===== config.mk =====
export PLATFORM = sky130hd
export DESIGN_NAME = xform_sched_flat
export DESIGN_NICKNAME = d
export VERILOG_FILES = /design/src/rtl/xform_sched_if.sv /design/src/rtl/xform_sched.sv /design/src/flat_wrapper.sv
export SDC_FILE = /design/constraint.sdc
export NUM_CORES = 1
export LEC_CHECK = 0
export BUFFER_PORTS_ARGS = -buffer_cell sky130_fd_sc_hd__buf_2
export CAP_MARGIN = 20
export CELL_PAD_IN_SITES_DETAIL_PLACEMENT = 1
export CELL_PAD_IN_SITES_GLOBAL_PLACEMENT = 1
export CORE_MARGIN = 4
export CORE_UTILIZATION = 31
export CTS_CLUSTER_SIZE = 16
export DETAILED_ROUTE_END_ITERATION = 7
export PLACE_DENSITY = 0.77
export SYNTH_ARGS = -nofsm -noshare
export SYNTH_HDL_FRONTEND = slang
export SYNTH_SLANG_ARGS = --single-unit

===== constraint.sdc =====
create_clock -name clk -period 2.7 [get_ports clk]
set_clock_uncertainty 0.05 [all_clocks]
set_input_delay 0.405 -clock clk [delete_from_list [all_inputs] [get_ports clk]]
set_output_delay 0.405 -clock clk [all_outputs]
set_load 0.01 [all_outputs]

===== src/rtl/xform_sched_if.sv =====
// Command, CPU-arbitration, memory and transform-unit signals of the block-transform scheduler.
// The checksum signal exists only when XFORM_SCHED_CHECKSUM_EN is defined.
interface xform_sched_if #(
  parameter int unsigned ADDR_W = 4,
  parameter int unsigned DATA_W = 19
);
  logic              start;
  logic [1:0]        op;
  logic [ADDR_W-1:0] base;
  logic [ADDR_W:0]   len;
  logic              cpu_mem_req;
  logic              cpu_stall;
  logic [ADDR_W-1:0] eng_mem_addr;
  logic              eng_mem_read;
  logic              eng_mem_write;
  logic [DATA_W-1:0] eng_wdata;
  logic [DATA_W-1:0] mem_rdata;
  logic [DATA_W-1:0] xf_a;
  logic              encr_en;
  logic              decr_en;
  logic              fft_en;
  logic [DATA_W-1:0] xf_result;
  logic              busy;
  logic              done;
  logic              err;
`ifdef XFORM_SCHED_CHECKSUM_EN
  logic [DATA_W-1:0] checksum;
`endif

  modport slave (
    input  start, op, base, len, cpu_mem_req, mem_rdata, xf_result,
    output cpu_stall, eng_mem_addr, eng_mem_read, eng_mem_write, eng_wdata, xf_a,
    output encr_en, decr_en, fft_en, busy, done, err
`ifdef XFORM_SCHED_CHECKSUM_EN
    , output checksum
`endif
  );

  modport master (
    output start, op, base, len, cpu_mem_req, mem_rdata, xf_result,
    input  cpu_stall, eng_mem_addr, eng_mem_read, eng_mem_write, eng_wdata, xf_a,
    input  encr_en, decr_en, fft_en, busy, done, err
`ifdef XFORM_SCHED_CHECKSUM_EN
    , input checksum
`endif
  );
endinterface


===== src/rtl/xform_sched.sv =====
// Block-transform scheduler: read/transform/write over a word range, sharing the memory port
// with the CPU. Optional running checksum of written words under XFORM_SCHED_CHECKSUM_EN.
module xform_sched #(
  parameter int unsigned ADDR_W       = 4,
  parameter int unsigned DATA_W       = 19,
  parameter int unsigned STARVE_LIMIT = 4
) (
  input logic          clk,
  input logic          reset,
  xform_sched_if.slave bus
);
  localparam int unsigned CntW    = ADDR_W + 1;
  localparam int unsigned StarveW = (STARVE_LIMIT > 0) ? $clog2(STARVE_LIMIT + 1) : 1;
  localparam logic [CntW-1:0] MaxLen = CntW'(2 ** ADDR_W);

  typedef enum logic [1:0] {StIdle, StRead, StWrite, StDone} state_e;

  state_e              state_q, state_d;
  logic [1:0]          op_q, op_d;
  logic [ADDR_W-1:0]   addr_q, addr_d;
  logic [CntW-1:0]     count_q, count_d;
  logic [DATA_W-1:0]   data_q, data_d;
  logic [StarveW-1:0]  starve_q, starve_d;
  logic                err_q, err_d;

  logic busy, grant, starve_hit, legal, accept, wr_grant;

  always_comb begin
    state_d  = state_q;
    op_d     = op_q;
    addr_d   = addr_q;
    count_d  = count_q;
    data_d   = data_q;
    starve_d = starve_q;

    bus.eng_mem_addr  = '0;
    bus.eng_mem_read  = 1'b0;
    bus.eng_mem_write = 1'b0;
    bus.eng_wdata     = '0;
    bus.xf_a          = '0;
    bus.encr_en       = 1'b0;
    bus.decr_en       = 1'b0;
    bus.fft_en        = 1'b0;
    wr_grant          = 1'b0;

    busy       = (state_q == StRead) || (state_q == StWrite);
    starve_hit = (starve_q == StarveW'(STARVE_LIMIT));
    // CPU owns the port unless the engine has waited STARVE_LIMIT cycles in a row.
    grant         = busy && (!bus.cpu_mem_req || starve_hit);
    bus.cpu_stall = busy && bus.cpu_mem_req && starve_hit;

    legal  = (bus.op != 2'b11) && (bus.len != '0) && (bus.len <= MaxLen);
    accept = (state_q == StIdle) && bus.start && legal;
    err_d  = bus.start && !accept;

    if (busy) starve_d = grant ? '0 : starve_q + StarveW'(1);

    unique case (state_q)
      StIdle: begin
        if (accept) begin
          state_d  = StRead;
          op_d     = bus.op;
          addr_d   = bus.base;
          count_d  = bus.len;
          starve_d = '0;
        end
      end
      StRead: begin
        if (grant) begin
          bus.eng_mem_read = 1'b1;
          bus.eng_mem_addr = addr_q;
          data_d           = bus.mem_rdata;
          state_d          = StWrite;
        end
      end
      StWrite: begin
        bus.xf_a = data_q;
        if (grant) begin
          wr_grant          = 1'b1;
          bus.eng_mem_write = 1'b1;
          bus.eng_mem_addr  = addr_q;
          bus.eng_wdata     = bus.xf_result;
          unique case (op_q)
            2'b00:   bus.encr_en = 1'b1;
            2'b01:   bus.decr_en = 1'b1;
            2'b10:   bus.fft_en  = 1'b1;
            default: ;
          endcase
          addr_d  = addr_q + ADDR_W'(1);
          count_d = count_q - CntW'(1);
          state_d = (count_q == CntW'(1)) ? StDone : StRead;
        end
      end
      StDone:  state_d = StIdle;
      default: state_d = StIdle;
    endcase

    bus.busy = busy;
    bus.done = (state_q == StDone);
    bus.err  = err_q;
  end

  always_ff @(posedge clk) begin
    if (reset) begin
      state_q  <= StIdle;
      op_q     <= '0;
      addr_q   <= '0;
      count_q  <= '0;
      data_q   <= '0;
      starve_q <= '0;
      err_q    <= 1'b0;
    end else begin
      state_q  <= state_d;
      op_q     <= op_d;
      addr_q   <= addr_d;
      count_q  <= count_d;
      data_q   <= data_d;
      starve_q <= starve_d;
      err_q    <= err_d;
    end
  end

`ifdef XFORM_SCHED_CHECKSUM_EN
  logic [DATA_W-1:0] checksum_q, checksum_d;

  always_comb begin
    checksum_d = checksum_q;
    if (accept) begin
      checksum_d = '0;
    end else if (wr_grant) begin
      checksum_d = checksum_q + bus.xf_result;
    end
  end

  always_ff @(posedge clk) begin
    if (reset) checksum_q <= '0;
    else       checksum_q <= checksum_d;
  end

  assign bus.checksum = checksum_q;
`endif
endmodule


===== src/flat_wrapper.sv =====
// flat-port wrapper written by rule: the top's interface ports become plain ports
module xform_sched_flat 
#(
  parameter int unsigned ADDR_W       = 4,
  parameter int unsigned DATA_W       = 19,
  parameter int unsigned STARVE_LIMIT = 4
)
  (clk, reset, bus_start, bus_op, bus_base, bus_len, bus_cpu_mem_req, bus_mem_rdata, bus_xf_result, bus_cpu_stall, bus_eng_mem_addr, bus_eng_mem_read, bus_eng_mem_write, bus_eng_wdata, bus_xf_a, bus_encr_en, bus_decr_en, bus_fft_en, bus_busy, bus_done, bus_err);
  xform_sched_if #(.ADDR_W(ADDR_W), .DATA_W(DATA_W)) bus_i ();
  input logic clk;
  input logic reset;
  input wire logic [$bits(bus_i.start)-1:0] bus_start;
  input wire logic [$bits(bus_i.op)-1:0] bus_op;
  input wire logic [$bits(bus_i.base)-1:0] bus_base;
  input wire logic [$bits(bus_i.len)-1:0] bus_len;
  input wire logic [$bits(bus_i.cpu_mem_req)-1:0] bus_cpu_mem_req;
  input wire logic [$bits(bus_i.mem_rdata)-1:0] bus_mem_rdata;
  input wire logic [$bits(bus_i.xf_result)-1:0] bus_xf_result;
  output wire logic [$bits(bus_i.cpu_stall)-1:0] bus_cpu_stall;
  output wire logic [$bits(bus_i.eng_mem_addr)-1:0] bus_eng_mem_addr;
  output wire logic [$bits(bus_i.eng_mem_read)-1:0] bus_eng_mem_read;
  output wire logic [$bits(bus_i.eng_mem_write)-1:0] bus_eng_mem_write;
  output wire logic [$bits(bus_i.eng_wdata)-1:0] bus_eng_wdata;
  output wire logic [$bits(bus_i.xf_a)-1:0] bus_xf_a;
  output wire logic [$bits(bus_i.encr_en)-1:0] bus_encr_en;
  output wire logic [$bits(bus_i.decr_en)-1:0] bus_decr_en;
  output wire logic [$bits(bus_i.fft_en)-1:0] bus_fft_en;
  output wire logic [$bits(bus_i.busy)-1:0] bus_busy;
  output wire logic [$bits(bus_i.done)-1:0] bus_done;
  output wire logic [$bits(bus_i.err)-1:0] bus_err;
  assign bus_i.start = bus_start;
  assign bus_i.op = bus_op;
  assign bus_i.base = bus_base;
  assign bus_i.len = bus_len;
  assign bus_i.cpu_mem_req = bus_cpu_mem_req;
  assign bus_i.mem_rdata = bus_mem_rdata;
  assign bus_i.xf_result = bus_xf_result;
  assign bus_cpu_stall = bus_i.cpu_stall;
  assign bus_eng_mem_addr = bus_i.eng_mem_addr;
  assign bus_eng_mem_read = bus_i.eng_mem_read;
  assign bus_eng_mem_write = bus_i.eng_mem_write;
  assign bus_eng_wdata = bus_i.eng_wdata;
  assign bus_xf_a = bus_i.xf_a;
  assign bus_encr_en = bus_i.encr_en;
  assign bus_decr_en = bus_i.decr_en;
  assign bus_fft_en = bus_i.fft_en;
  assign bus_busy = bus_i.busy;
  assign bus_done = bus_i.done;
  assign bus_err = bus_i.err;
  xform_sched #(.ADDR_W(ADDR_W), .DATA_W(DATA_W), .STARVE_LIMIT(STARVE_LIMIT)) u_core (.clk(clk), .reset(reset), .bus(bus_i));
endmodule

==> results of run 1 <==
[state kept, by name (all words and copies together), names as in the netlist]
| name | flops |
|---|---|
| u_core.bus.err | 1 |
| u_core.count_q | 5 |
| u_core.addr_q | 4 |
| u_core.state_q | 2 |
| u_core.op_q | 2 |
| u_core.starve_q | 3 |
| u_core.data_q | 19 |
[logic make-up after synthesis]
logic type	after synthesis	synth area share [%]
AO/OA/AOI/OAI	53	17.8
adder cells (fa/ha/maj)	10	6.19
buffers and inverters	29	5.94
flip-flops	36	35.7
multiplexers	3	1.49
AND/OR/NAND/NOR	128	32.9
[critical path, delay by kind of cell, from the launching register on]
kind | cells | cell delay [ns]
and+or+nand+nor | 3 | 0.57
DFF | 1 | 0.36
buffers and inverters | 3 | 0.38
adders and majority gates | 1 | 0.21
AOI/OAI and AO/OA | 1 | 0.19
[synth_stat cells]
| cell | instances |
|---|---|
| nor3_1 | 7 |
| o21ai_0 | 3 |
| and4_1 | 2 |
| nor3b_1 | 2 |
| dfxtp_1 | 36 |
| clkinv_1 | 1 |
| or2_2 | 2 |
| o32ai_2 | 1 |
| and4bb_4 | 1 |
| a211o_1 | 1 |
| buf_2 | 3 |
| and2_1 | 43 |
| o32ai_1 | 5 |
| and2b_1 | 1 |
| nand2b_1 | 2 |
| inv_1 | 12 |
| o211ai_1 | 3 |
| a21oi_1 | 30 |
| and3_1 | 2 |
| mux2i_1 | 3 |
| nor2_1 | 11 |
| nor4_2 | 1 |
| o32ai_4 | 1 |
| o41ai_1 | 1 |
| a21boi_2 | 1 |
| buf_1 | 1 |
| clkbuf_1 | 11 |
| a211oi_1 | 1 |
| o21ai_2 | 1 |
| ha_1 | 10 |
| nand3_1 | 4 |
| a21oi_2 | 1 |
| a31o_2 | 1 |
| nand4b_1 | 1 |
| a22oi_1 | 1 |
| a21boi_0 | 2 |
| buf_6 | 1 |
| nand2_1 | 49 |
[what timing repair did]
action | in CTS | in global routing
endpoints found under the setup margin | 12 | 20
gates cloned | 1 | 0
pin swaps | 0 | 1
gates resized for setup | 3 | 2
buffers inserted | 1 | 2
[through the flow]
stage / std cells / instance area, um2 / hold WS [ns] / total power, mW
finish: 441 / 2760 / 0.300 / 1.89
CTS: 439 / 2720 / 0.296 / 1.84
floorplan: 259 / 2020 / 0.382 / 1.21
global placement: 429 / 2610 / 0.387 / 1.39
detailed placement: 429 / 2610 / 0.394 / 1.43
global route: 441 / 2760 / 0.294 / 2.03
[worst max path at each step]
stage                                         startpoint                             to  slack [ns]  cells after the start
final                      u_core.starve_q[0]$_SDFF_PP0_               bus_eng_wdata[3]        0.24                      8
after global routing       u_core.starve_q[0]$_SDFF_PP0_               bus_eng_wdata[0]        0.05                      8
after CTS                 u_core.state_q[1]$_SDFFE_PP0P_              bus_eng_wdata[16]        0.09                      7
after detailed placement  u_core.state_q[1]$_SDFFE_PP0P_  u_core.addr_q[3]$_SDFFE_PP0P_        0.17                      8
after global placement    u_core.state_q[1]$_SDFFE_PP0P_  u_core.addr_q[1]$_SDFFE_PP0P_        0.28                      8
after floorplan           u_core.state_q[1]$_SDFFE_PP0P_              bus_eng_wdata[10]        0.42                      7
[metal layers]
metal  track usage, %  vias to the layer above
li1                 -                     1068
met1             18.7                      999
met2             28.4                       30
met3             2.23                        7
met4             3.85                        0
met5                0                        -
[final cells by class]
class,count,area share (%)
repair inverters,1,0.272
multi-input cells,194,43.2
inverters,13,1.91
well taps,77,3.50
clock inverters,2,0.363
flip-flops and latches,36,26.2
repair buffers,112,21.6
clock buffers,6,3.00
[report_power, final]
group / internal [mW] / total, mW / switching (mW)
registers: 0.619 / 0.687 / 0.0674
logic: 0.356 / 0.801 / 0.446
clock network: 0.204 / 0.401 / 0.197
==> metrics.md, run 1 <==
| Metric | Value |
|---|---|
| Status | finished clean |
| Worst endpoint required time | 2.25 ns |
| Maximum VDD drop | 334 uV |
| Hold Startpoint | bus_mem_rdata[12] |
| Met1 wire length | 2610 um |
| Pre-antenna DRT Iters | 4 |
| Via count | 2104 |
| Total CTS buffers | 5 |
| Mapped Nets | 322 |
| Register area | 721 um2 |
| Die ar. | 0.00787 mm2 |
| Crit path time final | 2.46 ns |
| Initial antenna violation count | 0 |
| Slowest cell delay on critical path | 0.36 ns |
| Max frequency | 406 MHz |
| Seq cells post-synth | 36 |
| DRT antenna net count | 0 |
| Count of cell types in the netlist | 38 |
| GRT Residual Overflow | 0 |
| Post-Syn Area | 0.00202 mm2 |
| Core area | 0.00635 mm2 |
| Share of the synthesized area in the top cell type | 35.7% |
| Commonest non-fill, non-tap cell in the layout | buf_2 |
| DP Worst Slack | 0.172 ns |
| Initial drt markers | 53 |
| Reg2reg setup slack | 0.37 ns |
| CTS clk-pin slew, worst paths | 0.08 ns |
| Hold Path Class | in -> reg |
| Synth warn | 0 |
| Layout area overhead | 36.3% |
| Hold EP | u_core.data_q[12]$_SDFFE_PP0P_ |
| PwrDens | 686 mW/mm2 |
| Worst Reg2Reg Path Length in Cells | 11 |
| Worst EP arrival | 2.01 ns |
| FF-to-FF Start | u_core.starve_q[0]$_SDFF_PP0_ |
| # hold bufs at CTS | 0 |
| Worst setup margin | 0.237 ns |
| Final wirelength | 6300 um |
| Number of global-route vias before repair | 2071 |
| Die extent in x | 88.7 um |
| Clk Latency, worst-skew pair | 0.28 ns |
| Synth area leader | dfxtp_1 |
| Kind of end point of the critical path | output port |
| Hold Path Depth | 3 |
| Vias/cell | 4.77 |
| # diodes | 0 |
| Mean Syn Cell Area | 7.80 um2 |
| Crit Path Max Fanout | 10 |
| HPWL Detailed | 4860 um |
| Fill cells | 811 |
| Seq/Total Area, Yosys | 35.7% |
| GRT Util Overall | 15.4% |
| Multi-input logic area | 0.00119 mm2 |
| Clock sinks | 36 |
| Slowest-stage cell, CP | dfxtp_1 |
| CTS root buf | clkbuf_8 |
| Wire per inst | 14.3 um |
| Final Wtd Congestion | 0.805 |
| CTS tree | yes |
| Count of final setup violators | 0 |
| Met2 wire len | 3410 um |
| CP Launch Type | flip-flop |
| Critical path class | reg -> out |
| Initial Util | 31.8% |
| Hold violation count in the final report | 0 |
| Rows | 29 |
| Top layer in use | met4 |
| First-pass GRT wire length | 9710 um |
| Period utilization | 91.2% |
| Final design utilization | 43.4% |
| Synth Instances | 259 |
| RSZ-0062 raised after global routing | no |
| Port bufs | 103 |
| Worst-Margin Slew | 0.427 ns |
| Critical path, cell by cell | inv_1, ha_1, a21boi_2, and2b_1, nand2_4, clkinvlp_4, and2_1, buf_2 |
| R2r endpoint | u_core.addr_q[1]$_SDFFE_PP0P_ |
| Maximum root-to-sink buffer count | 2 |
| Final Max Tran Viols | 0 |
| Leakage | 1.33 nW |
| Slew headroom | 71.5% |
| Final setup TNS | 0 ns |
| H-tree Lvls | 2 |
| Proportion of layout cells with a drive suffix above 1 | 36.8% |
| Maxcap violations | 0 |
| Most frequent cells in the layout | 103 x buf_2, 48 x nand2_1, 43 x and2_1, 36 x dfxtp_1, 30 x a21oi_1 |
| IO Pins | 104 |
| Main area contributors after synthesis | dfxtp_1 36%, and2_1 13%, nand2_1 9.1%, a21oi_1 7.4%, ha_1 6.2% |
| Largest net degree at the start of global routing | 34 |
| Die H | 88.7 um |
| NumNets Final | 426 |
| Post-route DRC violation count | 0 |
| Met3 routed wirelength | 215 um |
(Power assumes the default switching activity.)
==> run 2: changes to the inputs <==
--- a/config.mk
+++ b/config.mk
@@ -9,7 +9,7 @@
 export CAP_MARGIN = 20
 export CELL_PAD_IN_SITES_DETAIL_PLACEMENT = 1
 export CELL_PAD_IN_SITES_GLOBAL_PLACEMENT = 1
-export CORE_MARGIN = 4
+export CORE_MARGIN = 1.5
 export CORE_UTILIZATION = 31
 export CTS_CLUSTER_SIZE = 16
 export DETAILED_ROUTE_END_ITERATION = 7
==> constraint.sdc (replaced) <==
create_clock -name clk -period 2.7 [get_ports clk]
set_clock_uncertainty 0.05 [all_clocks]
set_input_delay 0.405 -clock clk [delete_from_list [all_inputs] [get_ports clk]]
set_output_delay 0.405 -clock clk [all_outputs]
set_load 0.05 [all_outputs]
==> metrics.md, run 2 (synthesized netlist as in run 1, its figures left out) <==
| Metric | Value |
|---|---|
| Final design utilization | 45.0% |
| Crit Path Max Fanout | 9 |
| Most frequent cells in the layout | 92 x buf_2, 48 x nand2_1, 35 x and2_1, 35 x dfxtp_1, 30 x a21oi_1 |
| Port bufs | 103 |
| Initial Util | 32.0% |
| Met3 routed wirelength | 147 um |
| FF-to-FF Start | u_core.starve_q[0]$_SDFF_PP0_ |
| Critical path class | reg -> out |
| Met1 wire length | 2700 um |
| GRT Util Overall | 17.5% |
| Slowest cell delay on critical path | 0.42 ns |
| # diodes | 0 |
| Die H | 83.7 um |
| Slew headroom | 56.5% |
| Max FFs per register | 19 |
| CP top delay family | buffers and inverters |
| Critical path, cell by cell | inv_1, ha_2, and2b_1, nand2_4, clkinvlp_4, clkbuf_2, and2_1, clkbuf_4 |
| Leakage | 1.35 nW |
| CP Launch Type | flip-flop |
| Top layer in use | met4 |
| Worst setup path startpoint | u_core.state_q[1]$_SDFFE_PP0P_ |
| Kind of end point of the critical path | output port |
| Largest regs | u_core.data_q: 19 flops, u_core.count_q: 5 flops, u_core.addr_q: 4 flops |
| Slowest-stage cell, CP | ha_2 |
| NumNets Final | 430 |
| Via count | 2155 |
| Final Wtd Congestion | 0.711 |
| First-pass GRT wire length | 10100 um |
| Vias/cell | 4.85 |
| IO Pins | 104 |
| Die ar. | 0.00701 mm2 |
| Total CTS buffers | 5 |
| Die extent in x | 83.7 um |
| Commonest non-fill, non-tap cell in the layout | buf_2 |
| Reg2reg setup slack | 0.33 ns |
| GRT Residual Overflow | 0 |
| Count of final setup violators | 0 |
| Largest register by flop count | u_core.data_q |
| Worst endpoint required time | 2.25 ns |
| Wire per inst | 14.4 um |
| HPWL Detailed | 4770 um |
| Period utilization | 97.1% |
| Post-Layout Inst Area | 0.00284 mm2 |
| CTS tree | yes |
| CTS clk-pin slew, worst paths | 0.07 ns |
| Number of instances in the placed design | 430 |
| Max frequency | 381 MHz |
| WP buf/inv | 4 |
| Post-route DRC violation count | 0 |
| Final Non-Filler Cells | 444 |
| Fill cells | 830 |
| Area after DPL | 0.00264 mm2 |
| Layout area overhead | 40.6% |
| Hold Path Class | in -> reg |
| Largest net degree at the start of global routing | 34 |
| Rows | 29 |
| Hold violation count in the final report | 0 |
| Final Max Tran Viols | 0 |
| Proportion of layout cells with a drive suffix above 1 | 40.6% |
| CTS root buf | clkbuf_8 |
| Worst-Margin Slew | 0.652 ns |
| Maximum VDD drop | 264 uV |
| Pre-antenna DRT Iters | 4 |
| Final wirelength | 6410 um |
| Initial drt markers | 65 |
| Clock sinks | 36 |
| Maximum root-to-sink buffer count | 2 |
| Crit. path cell count | 8 |
| H-tree Lvls | 2 |
| Number of global-route vias before repair | 2139 |
| Status | finished clean |
| Initial antenna violation count | 0 |
| DRT antenna net count | 0 |
| Worst EP arrival | 2.17 ns |
| PwrDens | 691 mW/mm2 |
| Met2 wire len | 3540 um |
| Core area | 0.00631 mm2 |
| Maxcap violations | 0 |
| R2r endpoint | u_core.addr_q[3]$_SDFFE_PP0P_ |
| Clk Latency, worst-skew pair | 0.27 ns |
| Crit path time final | 2.62 ns |
| Worst Reg2Reg Path Length in Cells | 11 |
| # hold bufs at CTS | 0 |
| CP Capture Point | bus_eng_wdata[7] |
-- run 2: final cells by class --
type,count,area [um2],share of cell area (%)
Timing Repair Buffer,115,643,22.6
Inverter,13,52.6,1.85
Timing Repair inverter,2,15.0,0.529
Clock buffer,7,96.3,3.39
Sequential cell,36,722,25.4
Tap cell,77,96.3,3.39
Multi-Input combinational cell,194,1210,42.8
-- run 2: how the worst min path moves through the flow --
stage	cells past startpoint	start	slack [ns]	end
after detailed placement	2	u_core.data_q[0]$_SDFFE_PP0P_	0.39	u_core.data_q[0]$_SDFFE_PP0P_
after global routing	3	bus_mem_rdata[13]	0.32	u_core.data_q[13]$_SDFFE_PP0P_
final	3	bus_mem_rdata[13]	0.31	u_core.data_q[13]$_SDFFE_PP0P_
after global placement	2	u_core.data_q[12]$_SDFFE_PP0P_	0.39	u_core.data_q[12]$_SDFFE_PP0P_
after CTS	3	bus_mem_rdata[13]	0.31	u_core.data_q[13]$_SDFFE_PP0P_
after floorplan	2	u_core.data_q[0]$_SDFFE_PP0P_	0.38	u_core.data_q[0]$_SDFFE_PP0P_
-- run 2: where the power goes --
part,switching [mW],internal (mW)
sequential,0.0680,0.621
combinational,0.537,0.325
clock,0.185,0.227
-- run 2: worst min-delay path: stages --
cell,delay (ns)
buf_2,0.09
nand2_1,0.05
a21oi_1,0.05
-- run 2: metrics by stage --
step / power [mW] / TNS (ns) / hold slack (ns) / setup WS (ns)
finish: 1.96 / 0 / 0.312 / 0.0785
detailed placement: 1.55 / 0 / 0.394 / 0.122
floorplan: 1.31 / -0.109 / 0.382 / -0.109
global route: 2.10 / -0.0455 / 0.316 / -0.0368
CTS: 1.97 / 0 / 0.308 / 0.0641
global placement: 1.50 / 0 / 0.387 / 0.256
-- run 2: metal layers --
metal / vias to the layer above / global-route usage [%]
met5: - / 0
met4: 0 / 2.83
met3: 2 / 2.57
met2: 29 / 34.5
met1: 1048 / 20.1
li1: 1076 / -
-- run 2: timing repair --
action,CTS,global route
endpoints found under the setup margin,20,19
gates cloned,1,1
setup buffers,0,5
gates resized for setup,4,14
pin swaps,0,2
==> run 3: changes to the inputs <==
--- a/config.mk
+++ b/config.mk
@@ -9,11 +9,13 @@
 export CAP_MARGIN = 20
 export CELL_PAD_IN_SITES_DETAIL_PLACEMENT = 1
 export CELL_PAD_IN_SITES_GLOBAL_PLACEMENT = 1
+export CORE_ASPECT_RATIO = 0.5
 export CORE_MARGIN = 1.5
 export CORE_UTILIZATION = 31
 export CTS_CLUSTER_SIZE = 16
 export DETAILED_ROUTE_END_ITERATION = 7
 export PLACE_DENSITY = 0.77
+export SETUP_SLACK_MARGIN = 0.5
 export SYNTH_ARGS = -nofsm -noshare
 export SYNTH_HDL_FRONTEND = slang
 export SYNTH_SLANG_ARGS = --single-unit
==> metrics.md, run 3 (synthesized netlist as in run 1, its figures left out) <==
| Metric | Value |
|---|---|
| Status | finished clean |
| Vias/cell | 4.98 |
| Die H | 60.1 um |
| Via count | 2301 |
| Period utilization | 83.5% |
| Clk Latency, worst-skew pair | 0.28 ns |
| DP Worst Slack | 0.294 ns |
| HPWL Detailed | 4730 um |
| Die ar. | 0.00704 mm2 |
| Die extent in x | 117 um |
| Crit path time final | 2.25 ns |
| Reg2reg setup slack | 0.55 ns |
| DRT antenna net count | 0 |
| CTS clk-pin slew, worst paths | 0.06 ns |
| Most frequent cells in the layout | 77 x buf_2, 47 x nand2_1, 32 x dfxtp_1, 29 x a21oi_1, 24 x and2_1 |
| Max FFs per register | 19 |
| Final wirelength | 8540 um |
| Wire per inst | 18.5 um |
| # hold bufs at CTS | 0 |
| Proportion of layout cells with a drive suffix above 1 | 47.6% |
| Fill cells | 764 |
| Number of global-route vias before repair | 2386 |
| Kind of end point of the critical path | output port |
| Crit. path cell count | 8 |
| Largest net degree at the start of global routing | 33 |
| Initial antenna violation count | 0 |
| Worst Reg2Reg Path Length in Cells | 11 |
| Commonest non-fill, non-tap cell in the layout | buf_2 |
| CP top delay family | simple AND/OR/NAND/NOR gates |
| Final Wtd Congestion | 0.770 |
| First-pass GRT wire length | 12300 um |
| Slew headroom | 71.5% |
| Critical path class | reg -> out |
| Final design utilization | 53.3% |
| Crit Path Max Fanout | 7 |
| Clock sinks | 36 |
| IO Pins | 104 |
| Max frequency | 444 MHz |
| WP buf/inv | 3 |
| CTS tree | yes |
| Initial drt markers | 64 |
| CTS root buf | clkbuf_16 |
| Final setup TNS | 0 ns |
| GRT Util Overall | 23.6% |
| CP Launch Type | flip-flop |
| Critical path, cell by cell | inv_4, ha_4, a21boi_2, and2b_4, nand2_8, inv_6, and2_4, buf_8 |
| GRT Residual Overflow | 0 |
| Maxcap violations | 0 |
| Maximum root-to-sink buffer count | 2 |
| Worst EP arrival | 1.80 ns |
| Rows | 20 |
| Post-route DRC violation count | 0 |
| Slowest-stage cell, CP | dfxtp_2 |
| Slowest cell delay on critical path | 0.36 ns |
| Leakage | 1.48 nW |
| Hold Path Depth | 3 |
| Total CTS buffers | 5 |
| Worst-Margin Slew | 0.427 ns |
| Final Max Tran Viols | 0 |
| Post-Layout Inst Area | 0.00329 mm2 |
| Hold violation count in the final report | 0 |
| RSZ-0062 raised after global routing | yes |
| Count of final setup violators | 0 |
| H-tree Lvls | 2 |
| Maximum VDD drop | 326 uV |
| Area after DPL | 0.00272 mm2 |
| Worst endpoint required time | 2.25 ns |
| Port bufs | 103 |
| Hold slack | 0.311 ns |
| Worst setup margin | 0.445 ns |
| Initial Util | 32.7% |
| NumNets Final | 436 |
| # diodes | 0 |
| Layout area overhead | 63.0% |
| PwrDens | 761 mW/mm2 |
| Hold Path Class | in -> reg |
| Pre-antenna DRT Iters | 4 |
| Largest register by flop count | u_core.data_q |
| Largest regs | u_core.data_q: 19 flops, u_core.count_q: 5 flops, u_core.addr_q: 4 flops |
| Core area | 0.00618 mm2 |
==> run 3: through the flow <==
| step | power (mW) | instances |
|---|---|---|
| 2_1_floorplan | 1.35 | 259 |
| 3_3_place_gp | 1.51 | 439 |
| 3_5_place_dp | 1.56 | 439 |
| 4_1_cts | 2.33 | 457 |
| 5_1_grt | 2.62 | 462 |
| 6_report | 2.51 | 462 |
==> run 3: repair_timing <==
action                                  CTS  global route
gates resized for setup                  92             9
setup buffers                             7             4
gates cloned                              3             1
endpoints found under the setup margin   56            56
pin swaps                                21             5
==> run 3: worst reg2reg max path, cell delays in order (launching register included) <==
cell	delay, ns
dfxtp_2	0.36
inv_4	0.05
ha_4	0.16
a21boi_2	0.16
and2b_4	0.25
nand2_8	0.18
inv_8	0.06
buf_6	0.12
o32ai_4	0.14
buf_6	0.18
a21oi_1	0.06
o32ai_1	0.28
==> run 3: layer usage <==
metal  global-route usage [%]  share of wire [%]  up-vias
met2                     44.0                 53       73
met1                     24.3                 39     1106
met3                     6.19                4.0       33
met4                     14.5                4.8        0
met5                        0                  0        -
li1                         -                  -     1089
==> run 3: report_power, final <==
group / switching (mW) / internal, mW / total, mW
clock network: 0.225 / 0.434 / 0.660
logic: 0.687 / 0.444 / 1.13
registers: 0.0881 / 0.628 / 0.716
==> run 3: worst paths after layout <==
kind | startpoint | end
worst min-delay path | bus_mem_rdata[1] | u_core.data_q[1]$_SDFFE_PP0P_
worst max register to register | u_core.starve_q[1]$_SDFF_PP0_ | u_core.count_q[0]$_SDFFE_PP0P_
worst max-delay path | u_core.starve_q[1]$_SDFF_PP0_ | bus_eng_wdata[8]
worst min register to register | u_core.data_q[1]$_SDFFE_PP0P_ | u_core.data_q[1]$_SDFFE_PP0P_
==> run 3: final cells by class <==
type	count	area (um2)	area share (%)
clock inverter	2	35.0	1.06
timing repair inverter	3	31.3	0.950
timing repair buffer	120	877	26.6
tap	88	110	3.34
clock buffer	6	129	3.91
multi-input combinational	194	1320	40.0
sequential	36	731	22.2
inverter	13	63.8	1.94
